`src/rtl/proc_test_sequencer.sv`:
```
// Sequences a table of CPU test programs: resets the CPU at each start PC, waits for the
// end PC or a watchdog timeout, compares the writeback value and accumulates results.
module proc_test_sequencer #(
  parameter int unsigned NUM_PROGS  = 4,
  parameter int unsigned PC_W       = 64,
  parameter int unsigned DATA_W     = 64,
  parameter int unsigned WDOG_W     = 16,
  parameter int unsigned WDOG_LIMIT = 255,
  parameter int unsigned RST_CYCLES = 2
) (
  input  logic                        CLK,
  input  logic                        resetl,
  input  logic                        start,
  input  logic [NUM_PROGS*PC_W-1:0]   prog_start,
  input  logic [NUM_PROGS*PC_W-1:0]   prog_end,
  input  logic [NUM_PROGS*DATA_W-1:0] prog_expect,
  input  logic [PC_W-1:0]             currentpc,
  input  logic [DATA_W-1:0]           MemtoRegOut,
  output logic                        cpu_resetl,
  output logic [PC_W-1:0]             cpu_startpc,
  output logic                        busy,
  output logic                        done,
  output logic                        all_passed,
  output logic [4:0]                  pass_count,
  output logic [NUM_PROGS-1:0]        fail_mask,
  output logic [NUM_PROGS-1:0]        timeout_mask,
  output logic [3:0]                  prog_idx
);

  typedef enum logic [2:0] {StIdle, StCpuRst, StRun, StCheck, StNext, StDone} state_e;

  localparam int unsigned RstCntW = (RST_CYCLES > 1) ? $clog2(RST_CYCLES) : 1;
  localparam logic [RstCntW-1:0] RstLast   = RstCntW'(RST_CYCLES - 1);
  localparam logic [WDOG_W-1:0]  WdogLimit = WDOG_W'(WDOG_LIMIT);
  localparam logic [3:0]         LastIdx   = 4'(NUM_PROGS - 1);
  localparam logic [4:0]         NumProgs  = 5'(NUM_PROGS);

  state_e                state_q, state_d;
  logic [3:0]            idx_q, idx_d;
  logic [4:0]            pass_q, pass_d;
  logic [NUM_PROGS-1:0]  fail_q, fail_d;
  logic [NUM_PROGS-1:0]  to_q, to_d;
  logic [WDOG_W-1:0]     wdog_q, wdog_d;
  logic [RstCntW-1:0]    rst_cnt_q, rst_cnt_d;
  logic [DATA_W-1:0]     result_q, result_d;

  logic [PC_W-1:0]       cur_start;
  logic [PC_W-1:0]       cur_end;
  logic [DATA_W-1:0]     cur_expect;
  logic [NUM_PROGS-1:0]  idx_onehot;

  assign cur_start  = prog_start[32'(idx_q) * PC_W +: PC_W];
  assign cur_end    = prog_end[32'(idx_q) * PC_W +: PC_W];
  assign cur_expect = prog_expect[32'(idx_q) * DATA_W +: DATA_W];
  assign idx_onehot = NUM_PROGS'(1) << idx_q;

  always_comb begin
    state_d   = state_q;
    idx_d     = idx_q;
    pass_d    = pass_q;
    fail_d    = fail_q;
    to_d      = to_q;
    wdog_d    = wdog_q;
    rst_cnt_d = rst_cnt_q;
    result_d  = result_q;

    case (state_q)
      StIdle, StDone: begin
        if (start) begin
          state_d   = StCpuRst;
          idx_d     = '0;
          pass_d    = '0;
          fail_d    = '0;
          to_d      = '0;
          wdog_d    = '0;
          rst_cnt_d = '0;
        end
      end
      StCpuRst: begin
        wdog_d = '0;
        if (rst_cnt_q == RstLast) begin
          rst_cnt_d = '0;
          state_d   = StRun;
        end else begin
          rst_cnt_d = rst_cnt_q + 1'b1;
        end
      end
      StRun: begin
        // End-PC check has priority over the watchdog on the same cycle.
        if (currentpc >= cur_end) begin
          result_d = MemtoRegOut;
          state_d  = StCheck;
        end else if (wdog_q == WdogLimit) begin
          fail_d  = fail_q | idx_onehot;
          to_d    = to_q | idx_onehot;
          state_d = StNext;
        end else begin
          wdog_d = wdog_q + 1'b1;
        end
      end
      StCheck: begin
        if (result_q == cur_expect) begin
          pass_d = pass_q + 5'd1;
        end else begin
          fail_d = fail_q | idx_onehot;
        end
        state_d = StNext;
      end
      StNext: begin
        if (idx_q == LastIdx) begin
          state_d = StDone;
        end else begin
          idx_d     = idx_q + 4'd1;
          wdog_d    = '0;
          rst_cnt_d = '0;
          state_d   = StCpuRst;
        end
      end
      default: state_d = StIdle;
    endcase
  end

  always_ff @(posedge CLK or negedge resetl) begin
    if (!resetl) begin
      state_q   <= StIdle;
      idx_q     <= '0;
      pass_q    <= '0;
      fail_q    <= '0;
      to_q      <= '0;
      wdog_q    <= '0;
      rst_cnt_q <= '0;
      result_q  <= '0;
    end else begin
      state_q   <= state_d;
      idx_q     <= idx_d;
      pass_q    <= pass_d;
      fail_q    <= fail_d;
      to_q      <= to_d;
      wdog_q    <= wdog_d;
      rst_cnt_q <= rst_cnt_d;
      result_q  <= result_d;
    end
  end

  // All outputs decode directly from state so reset reaches them without a clock.
  assign cpu_resetl   = !(state_q inside {StIdle, StCpuRst});
  assign cpu_startpc  = (state_q == StIdle) ? '0 : cur_start;
  assign busy         = !(state_q inside {StIdle, StDone});
  assign done         = (state_q == StDone);
  assign all_passed   = done && (pass_q == NumProgs);
  assign pass_count   = pass_q;
  assign fail_mask    = fail_q;
  assign timeout_mask = to_q;
  assign prog_idx     = idx_q;

endmodule
```
`config.mk`:
```
export PLATFORM = sky130hd
export DESIGN_NAME = proc_test_sequencer
export DESIGN_NICKNAME = d
export VERILOG_FILES = /design/src/rtl/proc_test_sequencer.sv
export SDC_FILE = /design/constraint.sdc
export NUM_CORES = 1
export LEC_CHECK = 0
export ABC_AREA = 1
export BUFFER_PORTS_ARGS = -buffer_cell sky130_fd_sc_hd__buf_2
export CAP_MARGIN = 10
export CORE_AREA = 2 2 379 381
export CTS_BUF_LIST = sky130_fd_sc_hd__clkbuf_16
export CTS_CLUSTER_SIZE = 28
export DETAILED_ROUTE_END_ITERATION = 6
export DIE_AREA = 0 0 381 383
export GPL_TIMING_DRIVEN = 0
export PLACE_DENSITY = 0.3
export SLEW_MARGIN = 0
export SYNTH_ARGS = -nofsm -noshare
export SYNTH_HDL_FRONTEND = slang
export SYNTH_SLANG_ARGS = --single-unit
```
`constraint.sdc`:
```
create_clock -name CLK -period 8.2 [get_ports CLK]
set_clock_uncertainty 0.2 [all_clocks]
set_input_delay 0.41 -clock CLK [delete_from_list [all_inputs] [get_ports CLK]]
set_output_delay 0.41 -clock CLK [all_outputs]
set_load 0.02 [all_outputs]
```
Word-level counts from Yosys, hierarchy flattened --
Index checks and enable logic that the tools add are counted.
Storage, ports and cells: memories 0, bits in latches 0, logic and storage cells 87, memory bits (writable) 0, memory bits (read-only) 0, bits in registers 101, input port bits 899, output and inout port bits 85
Cells by class: equal/unequal tests 18, bitwise operators 2, shift operators 4, $mul 0, $lt $le $gt $ge 1, div/mod/pow operators 0, $add $sub $neg 4, reduce and logical (&&, ||, !) cells 21, muxes and demuxes 29
Operators with widths (count):
- $shiftx A256 B11 Y64 | 3
- $eq A64 B64 Y1 | 1
- $ge A64 B64 Y1 | 1
- $mux W16 | 4
- $mux W64 | 1
- $pmux W16 S4 | 1
- $mux W4 | 7
- $add A16 B1 Y16 const B | 1
- $eq A16 B8 Y1 const B | 1
- $ne A2 B2 Y1 const B | 8
- $pmux W4 S2 | 2
- $mux W3 | 5
- $pmux W3 S5 | 1
- $pmux W4 S3 | 1
- $reduce_and A3 Y1 | 4
- $mux W5 | 2
- $pmux W5 S2 | 1
- $reduce_and A5 Y1 | 2
- $reduce_bool A2 Y1 | 5
- $or A4 B4 Y4 | 2
- $eq A3 B2 Y1 const B | 2
- $eq A3 B3 Y1 const B | 2
- $reduce_bool A3 Y1 | 2
- $add A5 B1 Y5 const B | 1
- 16 further kinds | 19

Longest topological paths before layout --
depth in word-level cells 5, mapped depth 28, mapped depth without buffers 24

Worst setup path before layout --
Ideal clock, no wire load.
kind flip-flop to flip-flop, start register idx_q[0] (netlist: prog_idx[0]), end register to_q[0] (netlist: timeout_mask[0]), period minus slack after synthesis 3.924 ns, data required time 7.873 ns, cell stages (with the launch flop) 25, buffers on the path 5, setup slack 4.276 ns, library setup time 0.127 ns, arrival time 3.597 ns, cell sequence dfrtp_1 > buf_4 > nor2_8 > buf_6 > buf_4 > clkbuf_1 > clkbuf_1 > a22oi_1 > o22a_1 > ha_1 > nand2_1 > nor2_1 > nor3b_1 > nand2_1 > inv_1 > nand2_1 > nand2_1 > nor2_1 > nand2_1 > nand2_1 > nand2_1 > nor2_1 > nand2_1 > nand2_1 > o21ai_0
On the way: longest elaborated chain between the ends 5, elaborated cells between the ends (all ways) 9, those cells by class 1 x order compare; 1 x eq/ne; 2 x shift; 3 x mux; 1 x bitwise; 1 x reduce/logical
Ends and longest elaborated chain:
- from (decl) | RTL line 39 | logic [3:0] idx_q, idx_d;
- from (signal assigned) | RTL line 135 | idx_q <= idx_d;
- parallel branches: the longest is 5 deep, another holds $ge A64 B64 Y1
- to (signal assigned) | RTL line 138 | to_q <= to_d;
- to (decl) | RTL line 42 | logic [NUM_PROGS-1:0] to_q, to_d;
Parallel ways; which one is timed is not known. The select of a mux whose other input is x is not followed. A chain may end at the register's enable or synchronous reset.

Final worst setup path --
start register idx_q[0] (netlist: prog_idx[0]), end register result_q[14]
On the way: longest elaborated chain between the ends 3
Ends and longest elaborated chain:
- $shiftx A256 B11 Y64 | RTL line 53 | assign cur_end = prog_end[32'(idx_q) * PC_W +: PC_W];
- $ge A64 B64 Y1 | RTL line 90 | if (currentpc >= cur_end) begin
- $reduce_and A2 Y1 (no line)
- to (signal assigned) | RTL line 141 | result_q <= result_d;
- to (decl) | RTL line 45 | logic [DATA_W-1:0] result_q, result_d;
No other way between the ends.

==> results.json <==
{
  "outcome": "complete, no violations",
  "cts_tree": "yes",
  "insertion_delay_ps": 390,
  "final_cells": 5096,
  "crit-reg2reg-launch": "prog_idx[0]$_DFFE_PN0P_",
  "start_util_pct": 9.14,
  "hpwl_mm": 115,
  "tightest_slew_ps": 1390,
  "criticalPathCategory": "register to register",
  "setup-tns-final_ps": 0,
  "r2r_cells": 22,
  "routedWlPerCell_um": 25.6,
  "portBuffers": 983,
  "grt_pass1_wl_mm": 171,
  "timing.final.ws_setup_ps": 1160,
  "rows": 139,
  "comb_power_share_pct": 77.9,
  "hold_viol_final": 0,
  "cts-root-buf": "clkbuf_16",
  "ir_worst_vdd_mv": 0.0955,
  "cts_sinks": 101,
  "io_pins": 984,
  "slew-limit-headroom_pct": 7.35,
  "start_kind": "register",
  "drt_pre_antenna_iters": 6,
  "ys_types": 34,
  "cts_buffers": 9,
  "synthTopCellsByArea": "nand2_1 (26%), dfrtp_1 (19%), a221oi_1 (8.6%)",
  "finalInstanceArea_um2": 21000,
  "area_growth_pct": 61.1,
  "die_w_um": 381,
  "synth_top_area_cell": "nand2_1",
  "fin_crit_sh_pct": 85.9,
  "drive_gt1_share_pct": 33.6,
  "synth-seq-cells": 101,
  "intPower_w": 0.00234,
  "fmax_ghz": 0.142,
  "synthesis.area_um2": 13000,
  "routed_wl_mm": 130,
  "synth.top_cell.area_share_pct": 25.6,
  "power_density_nw_per_um2": 280,
  "max_stage_delay_ps": 930,
  "rsz0062_at_grt": "no",
  "pre_cts_ws_ps": 756,
  "yosysWarnings": 0,
  "synthesis.nets": 3111,
  "grt_overflow": 0,
  "place_inst": 5033,
  "synthFlopType": "dfrtp_1",
  "path_cells": "buf_4 -> inv_2 -> nor2_8 -> buf_2 -> clkbuf_1 -> clkbuf_1 -> a22oi_1 -> o22a_1 -> ha_1 -> nand4_1 -> nor2_1 -> nand3_1 -> nor2_1 -> nor2_1 -> nand2_1 -> nand2_1 -> nand2_1 -> nand2_1 -> inv_1 -> buf_2 -> clkbuf_1 -> o21ai_0",
  "p_clk_share_pct": 8.7,
  "async_flop_share_pct": 100,
  "setup_viol": 0,
  "nNetsFinal": 4126,
  "cp.required_ps": 8240,
  "switching_share_pct": 60.0,
  "holdPathStages": 3,
  "r2r_end": "result_q[14]$_DFFE_PN0P_",
  "min-delay-start": "MemtoRegOut[26]",
  "ys_seq_area_share_pct": 19.4,
  "power.switching_w": 0.00352,
  "synth_cells": 2144,
  "layout_commonest_cell": "buf_2",
  "die_y_um": 383,
  "period_minus_slack_ps": 7040,
  "p_leak_nw": 10.7,
  "final_cell_mix": "buf_2 (1018), nand2_1 (886), nand3_1 (131)",
  "reg2reg_slack_ps": 1160,
  "clockBufferDepth": 2,
  "clk_pin_slew_ps": 80,
  "drv_cap": 0,
  "crit_path_end_kind": "register",
  "path_max_fanout": 10,
  "cp.arrival_ps": 7080,
  "vias": 20000,
  "antenna_found_initial": 68,
  "drc": 0,
  "antenna_left": 0,
  "placed_area_um2": 20400,
  "core_region_area_um2": 142000,
  "p_seq_share_pct": 13.4,
  "grt_max_degree": 73,
  "cpMaxStageDelayCell": "clkbuf_1",
  "gp_congestion": 0.927,
  "hold-path-endpoint": "result_q[26]$_DFFE_PN0P_",
  "vias_per_cell": 3.92,
  "avgSynthCellArea_um2": 6.06,
  "first_global_vias": 20000,
  "drt_iter0_drc": 1415,
  "min_path_type": "primary input to register",
  "dieArea_um2": 146000,
  "report.final.slew_viol_count": 0,
  "cts_setup_buffers": 0,
  "grt_usage_pct": 17.0,
  "htree_levels": 3,
  "synth_edf_count": 0,
  "cpMostUsedCell": "nand2_1"
}
[critical path: cells and delay by family (launching register included)]
kind | cells | cell delay (ps)
AO/OA/AOI/OAI | 3 | 950
flip-flops | 1 | 480
adder cells (fa/ha/maj) | 1 | 300
buffers and inverters | 8 | 3620
AND/OR/NAND/NOR | 10 | 1310
[metal layers]
| metal | wire length, um | share of wire, % | track usage [%] |
|---|---|---|---|
| met2 | 61500 | 47 | 29.0 |
| met4 | 2070 | 1.6 | 2.83 |
| met1 | 53700 | 41 | 21.2 |
| met5 | 260 | 0.20 | 0 |
| met3 | 12900 | 9.9 | 5.53 |
[per-stage QoR]
| stage | hold WS, ps | total power, W | util [%] |
|---|---|---|---|
| 4_1_cts | 0.343 | 0.00600 | 14.7 |
| 3_5_place_dp | 137 | 0.00544 | 14.3 |
| 2_1_floorplan | -85.6 | 0.00335 | - |
| 6_report | 33.6 | 0.00586 | 14.7 |
| 3_3_place_gp | 273 | 0.00544 | 14.3 |
| 5_1_grt | 9.37 | 0.00637 | 14.7 |
[power by group through the flow]
| stage | sequential (W) | clock, W | combinational, W |
|---|---|---|---|
| 6_report | 0.000787 | 0.000508 | 0.00457 |
| 5_1_grt | 0.000814 | 0.000550 | 0.00501 |
| 4_1_cts | 0.000789 | 0.000543 | 0.00467 |
| 3_5_place_dp | 0.000798 | 0 | 0.00464 |
| 3_3_place_gp | 0.000798 | 0 | 0.00464 |
| 2_1_floorplan | 0.000787 | 0 | 0.00256 |
[cell usage after synthesis, types with 2 or more instances]
cell	count
o211ai_1	2
nand3b_1	3
nor4_1	2
buf_1	13
ha_1	68
nand3_2	2
nor2_2	2
nor2_8	2
nand3_1	131
or2_2	2
nand2_1	886
o21ai_0	90
inv_1	119
nor2_1	98
xnor2_1	2
dfrtp_1	101
clkbuf_1	93
xor2_1	13
buf_4	13
o22a_1	63
a22oi_1	128
o31ai_1	12
a221oi_1	128
inv_2	2
nand4_1	15
a21oi_1	34
nand2_2	2
nor3_1	77
buf_2	36
[cell type report]
cell class	instances	area, um2
fill	17000	121000
multi-input combinational	1766	9330
timing repair buffer	1004	5180
sequential	101	2530
tap	1903	2380
buffer	156	688
inverter	121	454
clock buffer	9	225
clock inverter	6	90.1
antenna	30	75.1
[flip-flops by register name (all words and copies together), names as in the netlist]
| name | count |
|---|---|
| state_q | 3 |
| fail_mask | 4 |
| result_q | 64 |
| prog_idx | 4 |
| wdog_q | 16 |
| timeout_mask | 4 |
| rst_cnt_q | 1 |
| pass_count | 5 |
[kinds of logic after synthesis]
kind of cell             count (synthesis)  share of synthesized area, %
flip-flops                             101                          19.4
AO/OA/AOI/OAI                          460                          26.0
buffers and inverters                  277                          8.78
adder cells (fa/ha/maj)                 68                          6.54
XOR/XNOR                                15                          1.01
AND/OR/NAND/NOR                       1223                          38.2
[timing repair]
action                    CTS  global route
gates resized for setup     0             0
hold buffers               18             0
hold endpoints to repair   46             0
[worst max-delay path by stage]
stage,start,end,cells past startpoint
2_1_floorplan,prog_idx[0]$_DFFE_PN0P_,timeout_mask[0]$_DFFE_PN0P_,24
3_3_place_gp,prog_idx[0]$_DFFE_PN0P_,result_q[50]$_DFFE_PN0P_,22
3_5_place_dp,prog_idx[0]$_DFFE_PN0P_,result_q[50]$_DFFE_PN0P_,22
4_1_cts,prog_idx[0]$_DFFE_PN0P_,result_q[56]$_DFFE_PN0P_,22
5_1_grt,prog_idx[0]$_DFFE_PN0P_,result_q[57]$_DFFE_PN0P_,22
6_report,prog_idx[0]$_DFFE_PN0P_,result_q[14]$_DFFE_PN0P_,22
(Power assumes the default switching activity.)
